[config.mk]
export PLATFORM = sky130hd
export DESIGN_NAME = alien_fleet
export DESIGN_NICKNAME = d
export VERILOG_FILES = /design/src/rtl/alien_fleet.sv
export SDC_FILE = /design/constraint.sdc
export NUM_CORES = 1
export LEC_CHECK = 0
export CORE_MARGIN = 1
export CORE_UTILIZATION = 60
export CTS_BUF_LIST = sky130_fd_sc_hd__clkbuf_8
export DETAILED_ROUTE_END_ITERATION = 12
export GPL_ROUTABILITY_DRIVEN = 0
export HOLD_SLACK_MARGIN = 0.15
export PLACE_DENSITY = 0.83
export RECOVER_POWER = 50
export SLEW_MARGIN = 10
export SYNTH_ARGS = -nofsm -noshare
export SYNTH_HDL_FRONTEND = slang
export SYNTH_SLANG_ARGS = --single-unit
[constraint.sdc]
create_clock -name clk -period 3.8 [get_ports clk]
set_clock_uncertainty 0.2 [all_clocks]
set_input_delay 0.95 -clock clk [delete_from_list [all_inputs] [get_ports clk]]
set_output_delay 0.95 -clock clk [all_outputs]
set_load 0.005 [all_outputs]
[src/rtl/alien_fleet.sv]
// Space-invaders style alien formation: 4x8 alive mask, zig-zag motion FSM,
// per-cycle laser hit detection and a registered pixel colour for the VGA scan.
module alien_fleet #(
  parameter logic [2:0]  ALIEN_COLOR = 3'b010,
  parameter int unsigned STEP_X      = 2,
  parameter int unsigned STEP_Y      = 8
) (
  input  logic       clk,
  input  logic       reset,
  input  logic       enable,
  input  logic [9:0] hPos,
  input  logic [9:0] vPos,
  input  logic [9:0] xLaser,
  input  logic [9:0] yLaser,
  output logic       killingAlien,
  output logic [2:0] colorAlien,
  output logic       aliensCleared,
  output logic       aliensLanded
);

  localparam logic [9:0] X_RESET  = 10'd8;
  localparam logic [9:0] Y_RESET  = 10'd40;
  localparam logic [9:0] X_MIN    = 10'd8;
  localparam logic [9:0] X_MAX    = 10'd392;
  localparam logic [9:0] Y_GROUND = 10'd328;
  localparam logic [9:0] SCREEN_W = 10'd640;
  localparam logic [9:0] SCREEN_H = 10'd480;
  localparam logic [9:0] STEP_X_W = 10'(STEP_X);
  localparam logic [9:0] STEP_Y_W = 10'(STEP_Y);

  typedef enum logic [2:0] {
    MOVE_RIGHT,
    MOVE_LEFT,
    STEP_DOWN,
    CLEARED,
    LANDED
  } state_t;

  state_t      state_q, state_d;
  logic        dir_left_q, dir_left_d;
  logic [9:0]  x_origin_q, x_origin_d;
  logic [9:0]  y_origin_q, y_origin_d;
  logic [31:0] alive_q, alive_d;
  logic        kill_q, kill_d;
  logic [2:0]  color_q, color_d;

  logic [5:0]  laser_loc;
  logic [5:0]  pix_loc;
  logic        active;
  logic [9:0]  x_right;
  logic [9:0]  y_down;

  // Returns {inside_box, row[1:0], col[2:0]}; a point left of / above the
  // origin, in a 16 px gap, or beyond the 8x4 grid is never inside.
  function automatic logic [5:0] locate(input logic [9:0] px, input logic [9:0] py,
                                        input logic [9:0] xo, input logic [9:0] yo);
    logic [9:0] dx;
    logic [9:0] dy;
    logic       ok;
    dx = px - xo;
    dy = py - yo;
    ok = (px >= xo) && (py >= yo) && (dx < 10'd256) && (dy < 10'd128) &&
         !dx[4] && !dy[4];
    return {ok, dy[6:5], dx[7:5]};
  endfunction

  always_comb begin
    state_d    = state_q;
    dir_left_d = dir_left_q;
    x_origin_d = x_origin_q;
    y_origin_d = y_origin_q;
    alive_d    = alive_q;
    kill_d     = 1'b0;
    color_d    = 3'b000;

    laser_loc = locate(xLaser, yLaser, x_origin_q, y_origin_q);
    pix_loc   = locate(hPos, vPos, x_origin_q, y_origin_q);
    active    = state_q inside {MOVE_RIGHT, MOVE_LEFT, STEP_DOWN};
    x_right   = x_origin_q + STEP_X_W;
    y_down    = y_origin_q + STEP_Y_W;

    if (active && (yLaser < SCREEN_H) && laser_loc[5] && alive_q[laser_loc[4:0]]) begin
      kill_d                   = 1'b1;
      alive_d[laser_loc[4:0]]  = 1'b0;
    end

    if ((hPos < SCREEN_W) && (vPos < SCREEN_H) && pix_loc[5] && alive_q[pix_loc[4:0]]) begin
      color_d = ALIEN_COLOR;
    end

    if (enable) begin
      case (state_q)
        MOVE_RIGHT: begin
          if (x_right > X_MAX) begin
            state_d    = STEP_DOWN;
            dir_left_d = 1'b1;
          end else begin
            x_origin_d = x_right;
          end
        end
        MOVE_LEFT: begin
          if (x_origin_q < X_MIN + STEP_X_W) begin
            state_d    = STEP_DOWN;
            dir_left_d = 1'b0;
          end else begin
            x_origin_d = x_origin_q - STEP_X_W;
          end
        end
        STEP_DOWN: begin
          y_origin_d = y_down;
          if (y_down >= Y_GROUND) begin
            state_d = LANDED;
          end else begin
            state_d = dir_left_q ? MOVE_LEFT : MOVE_RIGHT;
          end
        end
        default: ;
      endcase
    end

    // Landing outranks an empty formation when both happen together.
    if (active && (state_d != LANDED) && (alive_q == 32'd0)) begin
      state_d = CLEARED;
    end
  end

  always_ff @(posedge clk) begin
    if (!reset) begin
      state_q    <= MOVE_RIGHT;
      dir_left_q <= 1'b0;
      x_origin_q <= X_RESET;
      y_origin_q <= Y_RESET;
      alive_q    <= '1;
      kill_q     <= 1'b0;
      color_q    <= 3'b000;
    end else begin
      state_q    <= state_d;
      dir_left_q <= dir_left_d;
      x_origin_q <= x_origin_d;
      y_origin_q <= y_origin_d;
      alive_q    <= alive_d;
      kill_q     <= kill_d;
      color_q    <= color_d;
    end
  end

  assign killingAlien  = kill_q;
  assign colorAlien    = color_q;
  assign aliensCleared = (state_q == CLEARED);
  assign aliensLanded  = (state_q == LANDED);

endmodule
[After elaboration in Yosys (flattened, before gate mapping)]
Index checks and enable logic that the tools add are counted.
Storage, ports and cells
  register bits: 60
  latch bits: 0
  bits in writable memories: 0
  bits in read-only memories: 0
  input port bits: 43
  output and inout port bits: 6
  word-level logic and storage cells: 96
  memories: 0
Cells by class
  add/subtract/negate cells: 7
  multipliers: 0
  divide/modulo/power cells: 0
  order comparisons: 17
  eq/ne operators: 9
  shift-type cells: 0
  multiplexer cells: 21
  bitwise logic cells: 3
  reductions and logical operators: 31
Operator list (count)
  $ge 10x10->1: 4
  $lt 10x9->1 const B: 4
  $sub 10x10->10: 4
  $and 32x32->32: 1
  $logic_not 32->1: 1
  $not 32->32: 1
  $lt 10x8->1 const B: 2
  $mux 10: 2
  $pmux 10 s2: 1
  $logic_and 1x1->1: 19
  $lt 5x6->1 const B: 2
  $mux 3: 4
  $add 10x2->10 const B: 1
  $add 10x4->10 const B: 1
  $bmux 1 s5: 2
  $ge 10x9->1 const B: 1
  $gt 10x9->1 const B: 1
  $lt 10x10->1 const B: 1
  $lt 10x4->1 const B: 1
  $sub 10x2->10 const B: 1
  $pmux 3 s3: 1
  $reduce_and 4->1: 2
  $mux 1: 7
  $eq 3x2->1 const B: 2
  16 further kinds: 22

[Depth between registers and ports, before layout]
  depth in word-level cells: 9
  depth in mapped cells: 12
  mapped depth without buffers: 11

[Worst setup path after synthesis]
No wires, ideal clock.
  path type: input-to-reg
  start: input port yLaser[3]
  end: register alive_q[0]
  setup time: 144 ps
  arrival time: 3177 ps
  data required time: 3456 ps
  slack: 279 ps
  stages on the path: 10
  cell sequence: inv_1 ha_1 fa_1 nand3b_1 or3_1 a2111oi_0 nand4_1 nand4b_4 nor4_4 a21oi_1
Between the ends
  word-level cells in the longest chain between the ends: 8
  elaborated cells between the ends (all ways): 22
  those cells by class: add/sub: 1; order compare: 5; mux: 4; bitwise: 2; reduce/logical: 10
RTL lines
  start: declaration: line 14  | input logic [9:0] yLaser,
  parallel branches: the longest is 8 deep, another holds $sub 10x10->10
  end signal: assignment: line 141  | alive_q <= alive_d;
  end: declaration: line 43  | logic [31:0] alive_q, alive_d;
Parallel ways; which one is timed is not known. The select of a mux whose other input is x is not followed.
A chain may end at the register's enable or synchronous reset.

[Worst setup path in the final report]
  start: input port hPos[2]
  end: register color_q[1] (netlist: colorAlien[1])
Between the ends
  word-level cells in the longest chain between the ends: 9
  elaborated cells between the ends (all ways): 16
  those cells by class: add/sub: 1; order compare: 3; mux: 3; reduce/logical: 9
RTL lines
  start: declaration: line 11  | input logic [9:0] hPos,
  $sub 10x10->10 or $ge 10x10->1 (tied branches): line 60, 62
  $lt 10x9->1 or $logic_and 1x1->1 (tied branches): line 62  | ok = (px >= xo) && (py >= yo) && (dx < 10'd256) && (dy < 10'd128) &&
  $logic_and 1x1->1 (3 in a row): line 62
  $logic_and 1x1->1: line 63  | !dx[4] && !dy[4];
  $logic_and 1x1->1: line 87  | if ((hPos < SCREEN_W) && (vPos < SCREEN_H) && pix_loc[5] && alive_q[pix_loc[4:0]]) begin
  $logic_and 1x1->1 *: line 87
  $mux 2 *: line 87
  end signal: assignment: line 143  | color_q <= color_d;
  end: declaration: line 45  | logic [2:0] color_q, color_d;
Mark *: on every way between the ends. The rest lies on a longest branch, timed or not. The select of a mux whose other input is x is not followed.

==> report_table.html <==
<table>
<tr><th>Metric</th><th>Value</th></tr>
<tr><th colspan="2">Clock network</th></tr>
<tr><td>Setup bufs post-CTS</td><td>0</td></tr>
<tr><td>TritonCTS clock tree</td><td>done</td></tr>
<tr><td>CTS Sinks</td><td>54</td></tr>
<tr><td>Total of hold buffers inserted after clock tree synthesis</td><td>0</td></tr>
<tr><td>Cts bufs inserted</td><td>5</td></tr>
<tr><td>Maximum buffer depth of the clock tree</td><td>2</td></tr>
<tr><td>Register clock-pin slew on the reported worst setup and hold paths</td><td>approximately 0.1 ns</td></tr>
<tr><td>Cell at the root of the clock tree</td><td>sky130_fd_sc_hd__clkbuf_8</td></tr>
<tr><td>Count of H-tree levels built during CTS</td><td>2</td></tr>
<tr><td>Skew-Pair Late Insertion Delay</td><td>between 0.3 and 0.4 ns</td></tr>
<tr><th colspan="2">Floorplanning</th></tr>
<tr><td>Initial Util</td><td>0.627</td></tr>
<tr><td>Area inside the core boundary</td><td>about 7800 um^2</td></tr>
<tr><td>Total Die Area</td><td>approximately 8600 um^2</td></tr>
<tr><td>I/O pin total</td><td>roughly 50</td></tr>
<tr><td>Core Rows</td><td>32</td></tr>
<tr><td>Vert. Die Dim</td><td>between 90 and 100 um</td></tr>
<tr><td>X dimension of the die</td><td>roughly 90 um</td></tr>
<tr><th colspan="2">Critical path</th></tr>
<tr><td>Critical path destination</td><td>colorAlien[1]$_SDFF_PN0_</td></tr>
<tr><td>Logic depth of the worst register-to-register path</td><td>11</td></tr>
<tr><td>Worst Path Max Fanout</td><td>2</td></tr>
<tr><td>Crit Path Class</td><td>in -&gt; reg</td></tr>
<tr><td>End of the worst register-to-register path</td><td>alive_q[8]$_SDFFE_PN1P_</td></tr>
<tr><td>Startpoint of the most critical register-to-register path</td><td>x_origin_q[7]$_SDFFE_PN0P_</td></tr>
<tr><td>Start point of the critical path</td><td>hPos[2]</td></tr>
<tr><td>Reg-to-reg setup timing slack</td><td>0.46 ns</td></tr>
<tr><td>Signal arrival time at the worst endpoint</td><td>around 3.8 ns</td></tr>
<tr><td>Worst Setup Start Kind</td><td>primary input</td></tr>
<tr><td>Critical path data required time</td><td>between 3 and 4 ns</td></tr>
<tr><td>Endpoint class of the critical path</td><td>flip-flop</td></tr>
<tr><th colspan="2">Placed design</th></tr>
<tr><td>Placed Cells</td><td>805</td></tr>
<tr><td>Port buffer count</td><td>between 40 and 50</td></tr>
<tr><td>Total placed instance area</td><td>5910 um^2</td></tr>
<tr><td>Detailed placement HPWL</td><td>11.2 mm</td></tr>
<tr><th colspan="2">Hold path</th></tr>
<tr><td>Type of the tightest min-delay check</td><td>reg -&gt; reg</td></tr>
<tr><th colspan="2">Yosys</th></tr>
<tr><td>Sequential cell area fraction in the yosys report</td><td>0.220</td></tr>
<tr><td>Synthesized area per cell</td><td>~8 um^2</td></tr>
<tr><td>Netlist Area Pre-Place</td><td>4920 um^2</td></tr>
<tr><td>Most used flip-flop cell after synthesis</td><td>sky130_fd_sc_hd__dfxtp_1</td></tr>
<tr><td>Fraction of registers with async set or reset after synthesis</td><td>0</td></tr>
<tr><td>Register bit count reported by yosys</td><td>54</td></tr>
<tr><td>Syn Inst Count</td><td>roughly 610</td></tr>
<tr><td>Synthesis warning total</td><td>0</td></tr>
<tr><td>Synth unique cells</td><td>77</td></tr>
<tr><td>Number of synthesized flops with an enable pin</td><td>0</td></tr>
<tr><th colspan="2">STA</th></tr>
<tr><td>Number of setup violations in the final report</td><td>0</td></tr>
<tr><td>Number of slew-limit violations in the final report</td><td>0</td></tr>
<tr><td>Peak clock frequency supported by timing</td><td>about 270 MHz</td></tr>
<tr><td>Relative max-transition margin</td><td>0.625</td></tr>
<tr><td>Share of the cycle needed by the critical path after routing</td><td>0.985</td></tr>
<tr><td>Tightest Pin Transition</td><td>between 0.5 and 0.6 ns</td></tr>
<tr><td>Min Clock Period, post-route</td><td>between 3 and 4 ns</td></tr>
<tr><td>Hold violation count in the final report</td><td>0</td></tr>
<tr><th colspan="2">Power and ir drop</th></tr>
<tr><td>Leak Pwr</td><td>about 2.4 nW</td></tr>
<tr><td>VDD IR-drop max</td><td>0.000201 V</td></tr>
<tr><td>Cell Pwr Density</td><td>237 nW/um^2</td></tr>
<tr><th colspan="2">Global routing</th></tr>
<tr><td>Total global-route track usage</td><td>0.335</td></tr>
<tr><td>Aggregate global routing overflow</td><td>0</td></tr>
<tr><td>Maximum number of pins on one net before global-route repair</td><td>54</td></tr>
<tr><td>Antenna violations before repair</td><td>0</td></tr>
<tr><td>Number of global-route vias before repair</td><td>~5,000</td></tr>
<tr><td>First-pass GRT wire length</td><td>between 20 and 25 mm</td></tr>
<tr><th colspan="2">Status</th></tr>
<tr><td>Status</td><td>finished, final reports clean</td></tr>
<tr><th colspan="2">Drt</th></tr>
<tr><td>Vias</td><td>~5,300</td></tr>
<tr><td>Post-DR wirelength/cell</td><td>around 18 um</td></tr>
<tr><td>DR WL met3</td><td>roughly 1.1 mm</td></tr>
<tr><td>Routed met2 length</td><td>7.10 mm</td></tr>
<tr><td>M1 wire length</td><td>around 5.8 mm</td></tr>
<tr><td>Drt via density</td><td>6.47</td></tr>
<tr><td>Remaining number of nets flagged by the antenna check after routing</td><td>0</td></tr>
<tr><td>Number of optimization iterations in the first detailed-route pass</td><td>8</td></tr>
<tr><td>Number of design-rule violations left by the first detailed-router iteration</td><td>just under 500</td></tr>
<tr><td>Max layer used</td><td>met4</td></tr>
<tr><td>Residual DRC</td><td>0</td></tr>
<tr><td>Total detailed-routing wirelength</td><td>14.6 mm</td></tr>
<tr><th colspan="2">Layout</th></tr>
<tr><td>ANT cells</td><td>0</td></tr>
<tr><td>Fraction of layout cells with a size suffix above 1</td><td>0.167</td></tr>
<tr><td>Share of the core filled with cells</td><td>0.778</td></tr>
<tr><td>Summed area of non-filler cells in the final layout</td><td>slightly above 6000 um^2</td></tr>
<tr><td>Area growth, synth to finish</td><td>24.1%</td></tr>
<tr><td>Layout Cells excl Fill</td><td>slightly above 800</td></tr>
<tr><td>Final net count</td><td>between 700 and 800</td></tr>
<tr><th colspan="2">Flow run</th></tr>
<tr><td>Max cap viols</td><td>0</td></tr>
</table>
-- area by class of cell --
type	instances	area (um^2)
inverters	32	120
flip-flops and latches	54	1080
fillers	568	1740
clock inverters	3	40.0
well taps	102	128
repair buffers	116	975
multi-input cells	501	3690
clock buffers	5	68.8
-- power breakdown --
group | switching, W | internal [W]
clock network | 0.000194 | 0.000194
registers | 0.00000549 | 0.000568
logic | 0.000253 | 0.000232
-- registers in the layout, indices dropped and copies added, names as in the netlist --
name,cells
dir_left_q,1
x_origin_q,9
colorAlien,1
y_origin_q,7
alive_q,32
killingAlien,1
state_q,3
-- cells in the final DEF (no fill, tap or decap), types with 11 or more instances in the layout --
| cell type | Yosys | layout |
|---|---|---|
| sky130_fd_sc_hd__buf_4 | 2 | 71 |
| sky130_fd_sc_hd__a21oi_1 | 56 | 55 |
| sky130_fd_sc_hd__dfxtp_1 | 54 | 54 |
| sky130_fd_sc_hd__nor2b_1 | 39 | 39 |
| sky130_fd_sc_hd__clkdlybuf4s50_1 | 0 | 36 |
| sky130_fd_sc_hd__ha_1 | 36 | 34 |
| sky130_fd_sc_hd__inv_1 | 32 | 32 |
| sky130_fd_sc_hd__nand2_1 | 32 | 32 |
| sky130_fd_sc_hd__nor2_1 | 30 | 30 |
| sky130_fd_sc_hd__o21ai_0 | 26 | 27 |
| sky130_fd_sc_hd__nand3_1 | 26 | 26 |
| sky130_fd_sc_hd__xnor2_1 | 18 | 18 |
| sky130_fd_sc_hd__nor4_1 | 16 | 14 |
| sky130_fd_sc_hd__nand4_1 | 13 | 13 |
| sky130_fd_sc_hd__nor3_1 | 12 | 12 |
| sky130_fd_sc_hd__and2_1 | 18 | 11 |
-- worst min path at each step --
stage	start	end	slack [ns]	depth (start not counted)
floorplan	dir_left_q$_SDFFE_PN0P_	dir_left_q$_SDFFE_PN0P_	0.22	2
global placement	x_origin_q[9]$_SDFFE_PN0P_	x_origin_q[9]$_SDFFE_PN0P_	0.24	2
detailed placement	dir_left_q$_SDFFE_PN0P_	dir_left_q$_SDFFE_PN0P_	0.24	2
CTS	dir_left_q$_SDFFE_PN0P_	dir_left_q$_SDFFE_PN0P_	0.26	2
global route	x_origin_q[9]$_SDFFE_PN0P_	x_origin_q[9]$_SDFFE_PN0P_	0.29	2
finish	dir_left_q$_SDFFE_PN0P_	dir_left_q$_SDFFE_PN0P_	0.26	2
-- stage by stage --
stage	total power, W	TNS, ns	setup WS [ns]	hold WS [ns]
5_1_grt	0.00152	-0.123	-0.0251	0.293
3_5_place_dp	0.00104	-12.13	-0.405	0.244
3_3_place_gp	0.00103	-9.64	-0.345	0.240
2_1_floorplan	0.000849	0	0.279	0.224
6_report	0.00145	0	0.0584	0.263
4_1_cts	0.00143	0	0.00736	0.260
-- critical path: stages --
cell                              delay (ns)
sky130_fd_sc_hd__clkdlybuf4s50_1        0.41
sky130_fd_sc_hd__ha_1                   0.29
sky130_fd_sc_hd__nor2b_4                0.13
sky130_fd_sc_hd__o31a_1                 0.26
sky130_fd_sc_hd__o211a_1                0.23
sky130_fd_sc_hd__or3_4                  0.37
sky130_fd_sc_hd__a21o_1                 0.20
sky130_fd_sc_hd__or3_1                  0.39
sky130_fd_sc_hd__a221oi_4               0.36
sky130_fd_sc_hd__o211a_1                0.21
-- cell families after synthesis --
kind of cell    share of synthesized area
fa+ha+maj                          0.0997
buf+inv                            0.0488
compound gates                      0.251
simple gates                        0.292
other cells                      0.000762
mux                                0.0415
xor+xnor                           0.0463
flops                               0.220
-- Yosys cell counts (all sizes together), types with 7 or more instances --
cell type,n,share of area
a21oi,58,0.062
dfxtp,54,0.22
nor2b,41,0.055
ha,36,0.092
inv,32,0.024
nand2,32,0.024
o21ai,31,0.032
nor2,30,0.023
nand3,26,0.026
nor4,21,0.040
and2,19,0.024
xnor2,18,0.032
clkbuf,16,0.012
nand4,13,0.017
nor3,12,0.012
buf,11,0.012
and3,10,0.013
o21a,9,0.014
a211oi,8,0.012
mux2i,8,0.016
o22ai,8,0.010
xor2,8,0.014
a21o,7,0.011
o211ai,7,0.012
o31ai,7,0.012
-- timing repair --
action / CTS / global route
gates cloned: 0 / 0
resized for setup: 2 / 18
setup endpoints to repair: 24 / 34
pin swaps: 3 / 8
-- layer usage --
layer	global-route usage	up-vias
li1	-	2478
met1	0.409	2425
met2	0.589	285
met3	0.0476	72
met4	0.135	0
met5	0	-
Note: power is estimated with default switching activity, not from simulation.
